<file path="src/rtl/fifo_wr_ptr_sync.sv">
// Write-domain pointer crossing stage of the async FIFO: gray-encodes the write
// pointer, synchronises the read gray pointer, and derives fill/almost-full/error status.
module fifo_wr_ptr_sync #(
  parameter int ADDR_WIDTH   = 3,
  parameter int NUM_STAGES   = 2,
  parameter int AFULL_THRESH = 6,
  localparam int PW          = ADDR_WIDTH + 1,
  localparam int DEPTH       = 1 << ADDR_WIDTH
) (
  input  logic          wclk,
  input  logic          wrst_n,
  input  logic [PW-1:0] wptr,
  input  logic [PW-1:0] rptr_gray,
  input  logic          werr_clr,
  output logic [PW-1:0] wptr_gray,
  output logic [PW-1:0] wq2_rptr,
  output logic [PW-1:0] wfill,
  output logic          wafull,
  output logic          werr
);

  localparam logic [PW-1:0] DEPTH_V  = PW'(DEPTH);
  localparam logic [PW-1:0] THRESH_V = PW'(AFULL_THRESH);

  logic [PW-1:0] wptr_gray_q, wptr_gray_d;
  logic [PW-1:0] sync_q [NUM_STAGES];
  logic [PW-1:0] sync_d [NUM_STAGES];
  logic [PW-1:0] prev_q, prev_d;
  logic [PW-1:0] wfill_q, wfill_d;
  logic          wafull_q, wafull_d;
  logic          werr_q, werr_d;

  logic [PW-1:0] rbin;
  logic [PW-1:0] diff;
  logic          gray_err;
  logic          range_err;

  always_comb begin
    wptr_gray_d = wptr ^ (wptr >> 1);
    sync_d[0]   = rptr_gray;
    for (int i = 1; i < NUM_STAGES; i++) begin
      sync_d[i] = sync_q[i-1];
    end
  end

  // Gray-to-binary by XOR prefix from the MSB down.
  always_comb begin
    rbin = '0;
    rbin[PW-1] = sync_q[NUM_STAGES-1][PW-1];
    for (int i = PW - 2; i >= 0; i--) begin
      rbin[i] = rbin[i+1] ^ sync_q[NUM_STAGES-1][i];
    end
  end

  // Binary wptr is used on purpose so the gray register's latency is not added to wfill.
  always_comb begin
    diff      = wptr - rbin;
    gray_err  = ($countones(sync_q[NUM_STAGES-1] ^ prev_q) > 1);
    range_err = (diff > DEPTH_V);
    prev_d    = sync_q[NUM_STAGES-1];
    wfill_d   = diff;
    wafull_d  = (wfill_d >= THRESH_V);
    werr_d    = gray_err | range_err | (werr_q & ~werr_clr);
  end

  always_ff @(posedge wclk or negedge wrst_n) begin
    if (!wrst_n) begin
      wptr_gray_q <= '0;
      for (int i = 0; i < NUM_STAGES; i++) begin
        sync_q[i] <= '0;
      end
      prev_q   <= '0;
      wfill_q  <= '0;
      wafull_q <= 1'b0;
      werr_q   <= 1'b0;
    end else begin
      wptr_gray_q <= wptr_gray_d;
      for (int i = 0; i < NUM_STAGES; i++) begin
        sync_q[i] <= sync_d[i];
      end
      prev_q   <= prev_d;
      wfill_q  <= wfill_d;
      wafull_q <= wafull_d;
      werr_q   <= werr_d;
    end
  end

  assign wptr_gray = wptr_gray_q;
  assign wq2_rptr  = sync_q[NUM_STAGES-1];
  assign wfill     = wfill_q;
  assign wafull    = wafull_q;
  assign werr      = werr_q;

endmodule
</file>
<file path="config.mk">
export PLATFORM = sky130hd
export DESIGN_NAME = fifo_wr_ptr_sync
export DESIGN_NICKNAME = d
export VERILOG_FILES = /design/src/rtl/fifo_wr_ptr_sync.sv
export SDC_FILE = /design/constraint.sdc
export NUM_CORES = 1
export LEC_CHECK = 0
export ABC_AREA = 1
export ABC_CLOCK_PERIOD_IN_PS = 3100
export CAP_MARGIN = 25
export CORE_ASPECT_RATIO = 1.75
export CORE_MARGIN = 1
export CORE_UTILIZATION = 38
export DETAILED_ROUTE_END_ITERATION = 8
export PLACE_DENSITY = 0.73
export SLEW_MARGIN = 10
export SYNTH_ARGS = -nofsm -noshare
export SYNTH_HDL_FRONTEND = slang
export SYNTH_SLANG_ARGS = --single-unit
</file>
<file path="constraint.sdc">
create_clock -name wclk -period 3.1 [get_ports wclk]
set_input_delay 0.31 -clock wclk [delete_from_list [all_inputs] [get_ports wclk]]
set_output_delay 0.31 -clock wclk [all_outputs]
set_load 0.005 [all_outputs]
</file>
==> Implementation_results.wiki <==
{| class="wikitable"
! Metric !! Value
|-
| Period minus WS final || 2.08 ns
|-
| IO Port Bufs || 24
|-
| Overall global routing resource usage || 0.151
|-
| Overall die area || 2530 µm²
|-
| Simple-Gate Fraction of Synth Area || 0.164
|-
| Share of the synthesized area in the top cell type || 0.622
|-
| Pin count of the biggest net entering global routing || 23
|-
| Final non-filler cell total || 132
|-
| Delay contributed by the slowest stage of the critical path || 0.47 ns
|-
| Origin of the worst setup path || wq2_rptr[3]
|-
| Ranking of synthesized cells by instance count || dfrtp_1 (22), nand2_1 (18), inv_1 (8), xor2_1 (6), nand3_1 (5)
|-
| Number of maximum-capacitance constraint violations || 0
|-
| Critical path endpoint category || flip-flop
|-
| Final antenna diode count || 0
|-
| Flops & latches, synth || 22
|-
| Arrival time of data at the critical path endpoint || between 2 and 2.5 ns
|-
| Sequential fraction of the synthesis area || 0.622
|-
| Clock slew seen by the registers of the worst setup and hold paths || 0.11 ns
|-
| Number of enable flip-flop cells after synthesis || 0
|-
| Post-route core utilization || 0.560
|-
| Avg WL per Cell || ~11 µm
|-
| Number of nets in the finished design || 125
|-
| H-Tree Level Count || 1
|-
| Clock tree skew after final layout || 0.00295 ns
|-
| Ordered list of cells on the worst path || inv_2 -> nand2_2 -> nand2_2 -> nand2_1 -> nand2_2 -> nand2_1 -> nand2_1 -> ha_1 -> inv_2 -> fa_1 -> xnor2_1 -> inv_1 -> nand2_1 -> nand3_1
|-
| Slowest stage cell, crit path || dfrtp_1
|-
| Detailed-route wire length || 1420 µm
|-
| Setup repair after global routing missed its margin || false
|-
| Number of cell instances on the worst register-to-register path || 14
|-
| Half-perimeter wire length after placement || about 1100 µm
|-
| Core box area || 2150 µm²
|-
| Multi-input gate area || 289 µm²
|-
| Result of the run || finished clean
|-
| Adder and majority gate portion of the synthesized area || 0.0877
|-
| Area grow syn2layout || 35.9%
|-
| First-pass GRT wire length || 2640 µm
|-
| Die boundary height || 65.8 µm
|-
| XOR/XNOR Fraction of Synth Area || 0.0693
|-
| Count of TritonRoute iterations in the first routing pass || 4
|-
| Setup Crit Path Kind || reg2reg
|-
| Cell with the most instances after synthesis || dfrtp_1
|-
| Number of distinct library cell variants in the gate-level netlist after synthesis || 14
|-
| Final hold slack || 0.280 ns
|-
| Worst reg-to-reg setup slack || 1.02 ns
|-
| Prevailing post-synth register cell || dfrtp_1
|-
| Number of clock sinks || 22
|-
| Post-CTS Setup Inserts || 0
|-
| Horizontal die dimension || just under 40 µm
|-
| Placer congestion estimate || 0.801
|-
| CTS Hold Bufs || 0
|-
| Startpoint of the worst-slack reg-to-reg timing path || wq2_rptr[3]
|-
| Number of vias per cell || 4.64
|-
| Count of cells resized by post-cts repair || 0
|-
| Drt drc || 0
|-
| CTS tree || yes
|-
| Longest Clk Path Bufs || 2
|-
| IO Count || 25
|-
| Worst Setup EP || wafull
|-
| Number of fillers in the final layout || 192
|-
| Cell taking the most area after synthesis || dfrtp_1
|-
| Largest fanout of any net on the critical path || 6
|-
| Syn Area/Cell || around 11 µm²
|-
| Number of antenna violations at the first check in global routing || 0
|-
| Total congestion overflow || 0
|-
| Cell at the root of the clock tree || clkbuf_4
|-
| Leakage power summed over all cells || 0.585 nW
|-
| Combinational family with the most area after synthesis || simple AND/OR/NAND/NOR gates
|-
| Sequential cell area || 551 µm²
|-
| Antenna Violating Nets Remaining || 0
|-
| Asr flop ratio synth || 1.00
|-
| Timing-limited maximum frequency || 0.481 GHz
|-
| Post-synth design cell area || 885 µm²
|-
| Portion of the clock cycle consumed by the worst path in the final layout || 0.670
|-
| Sum of internal, switching and leakage power || between 0.6 and 0.7 mW
|-
| Library cell appearing most often on the critical path || nand2_1
|-
| Data required time at the worst endpoint || 3.30 ns
|-
| Post-Place Cells || about 130
|-
| Worst ir drop on vdd || 0.307 mV
|-
| Final max-slew violation count || 0
|-
| Multiplexer fraction of the synthesized cell area || 0
|-
| Clock latency at the later pin of the worst-skew pair || 0.30 ns
|-
| Capturing point of the worst reg2reg path || wafull
|-
| Via count of the first global-routing pass || 681
|-
| Detailed Route Iter0 Violations || 10
|-
| Placement row count || 22
|-
| Areal power density over the cells || 513 nW/µm²
|-
| Routed via count || 612
|-
| Fraction of layout instances using a drive strength above 1 || 0.120
|-
| Effective utilization at floorplan || 0.412
|-
| Compound-gate portion of the synthesized area || 0.00566
|-
| Number of buffers created by CTS || 3
|-
| Worst min path class || in2async
|-
| Worst Max-Slew Pin Slew || 0.384 ns
|-
| Final Hold Vio Count || 0
|-
| Mapped Nets || 95
|-
| Fin Setup TNS || 0 ns
|-
| Synthesis warning total || 0
|-
| Cells after Synth || 79
|-
| Final-report setup violation count || 0
|-
| Max-Slew Margin vs Limit || 0.743
|-
| Top area cells in the synthesized netlist || dfrtp_1 (62%), nand2_1 (7.6%), xor2_1 (5.9%), fa_1 (4.5%), ha_1 (4.2%)
|-
| Critical path launch point type || flip-flop
|}
-- worst max-delay path, delay by kind of cell (launching register included) --
| kind | cells | cell delay (ns) |
|---|---|---|
| adder cells (fa/ha/maj) | 2 | 0.53 |
| buffers and inverters | 3 | 0.22 |
| AND/OR/NAND/NOR | 8 | 0.55 |
| XOR/XNOR | 1 | 0.21 |
| flip-flops | 1 | 0.47 |
-- how the worst min path moves through the flow --
stage              endpoint  depth (start not counted)       from  slack, ns
2_1_floorplan     prev_q[0]                          0     wrst_n       0.01
6_report           wfill[0]                          1     wrst_n       0.28
4_1_cts         wq2_rptr[3]                          0  sync_d[3]       0.37
5_1_grt        wptr_gray[0]                          1     wrst_n       0.31
3_3_place_gp    wq2_rptr[3]                          0  sync_d[3]       0.33
3_5_place_dp    wq2_rptr[0]                          0  sync_d[0]       0.34
-- kinds of logic (layout without fill, tap and decap cells) --
kind of cell               after synthesis  after routing
AOI/OAI and AO/OA                        1              1
adders and majority gates                5              5
xor gates and xnor gates                 7              7
DFF                                     22             22
and+or+nand+nor                         32             32
buffers and inverters                   12             41
-- through the flow --
step | setup WS [ns] | cell area, µm²
after floorplan | 1.19 | 885
after CTS | 1.01 | 1190
final | 1.02 | 1200
after detailed placement | 1.04 | 1150
after global placement | 1.09 | 1150
after global routing | 0.792 | 1200
-- layer usage --
| layer | vias to the layer above | track usage | part of all wire |
|---|---|---|---|
| met5 | - | 0 | 0 |
| met4 | 0 | 0.103 | 0.025 |
| met3 | 4 | 0.0303 | 0.036 |
| met2 | 18 | 0.261 | 0.57 |
| met1 | 291 | 0.153 | 0.37 |
| li1 | 299 | - | - |
-- power breakdown --
part	total [mW]	switching (mW)	internal, mW
sequential	0.326	0.0115	0.315
clock	0.153	0.0816	0.0717
combinational	0.137	0.0586	0.0785
total	0.617	0.152	0.465
-- flip-flops by register name, summed over array words and instances, names as in the netlist --
signal	count
prev_q	4
sync_d	4
wfill	4
wptr_gray	4
wq2_rptr	4
wafull	1
werr	1
-- layout make-up --
class	instances	share of cell area
multi-input cells	45	0.240
well taps	24	0.0250
flip-flops and latches	22	0.458
inverters	12	0.0375
repair buffers	25	0.209
clock buffers	4	0.0302
-- layout by cell type, fill, tap and decap left out, drive strengths merged --
cell type / instances
clkdlybuf4s50: 24
dfrtp: 22
nand2: 22
inv: 12
xor2: 6
nand3: 5
clkbuf: 4
ha: 3
or2: 2
nor2: 2
fa: 2
xnor2: 1
nand3b: 1
a21oi: 1
buf: 1
Note: power is estimated with default switching activity, not from simulation.
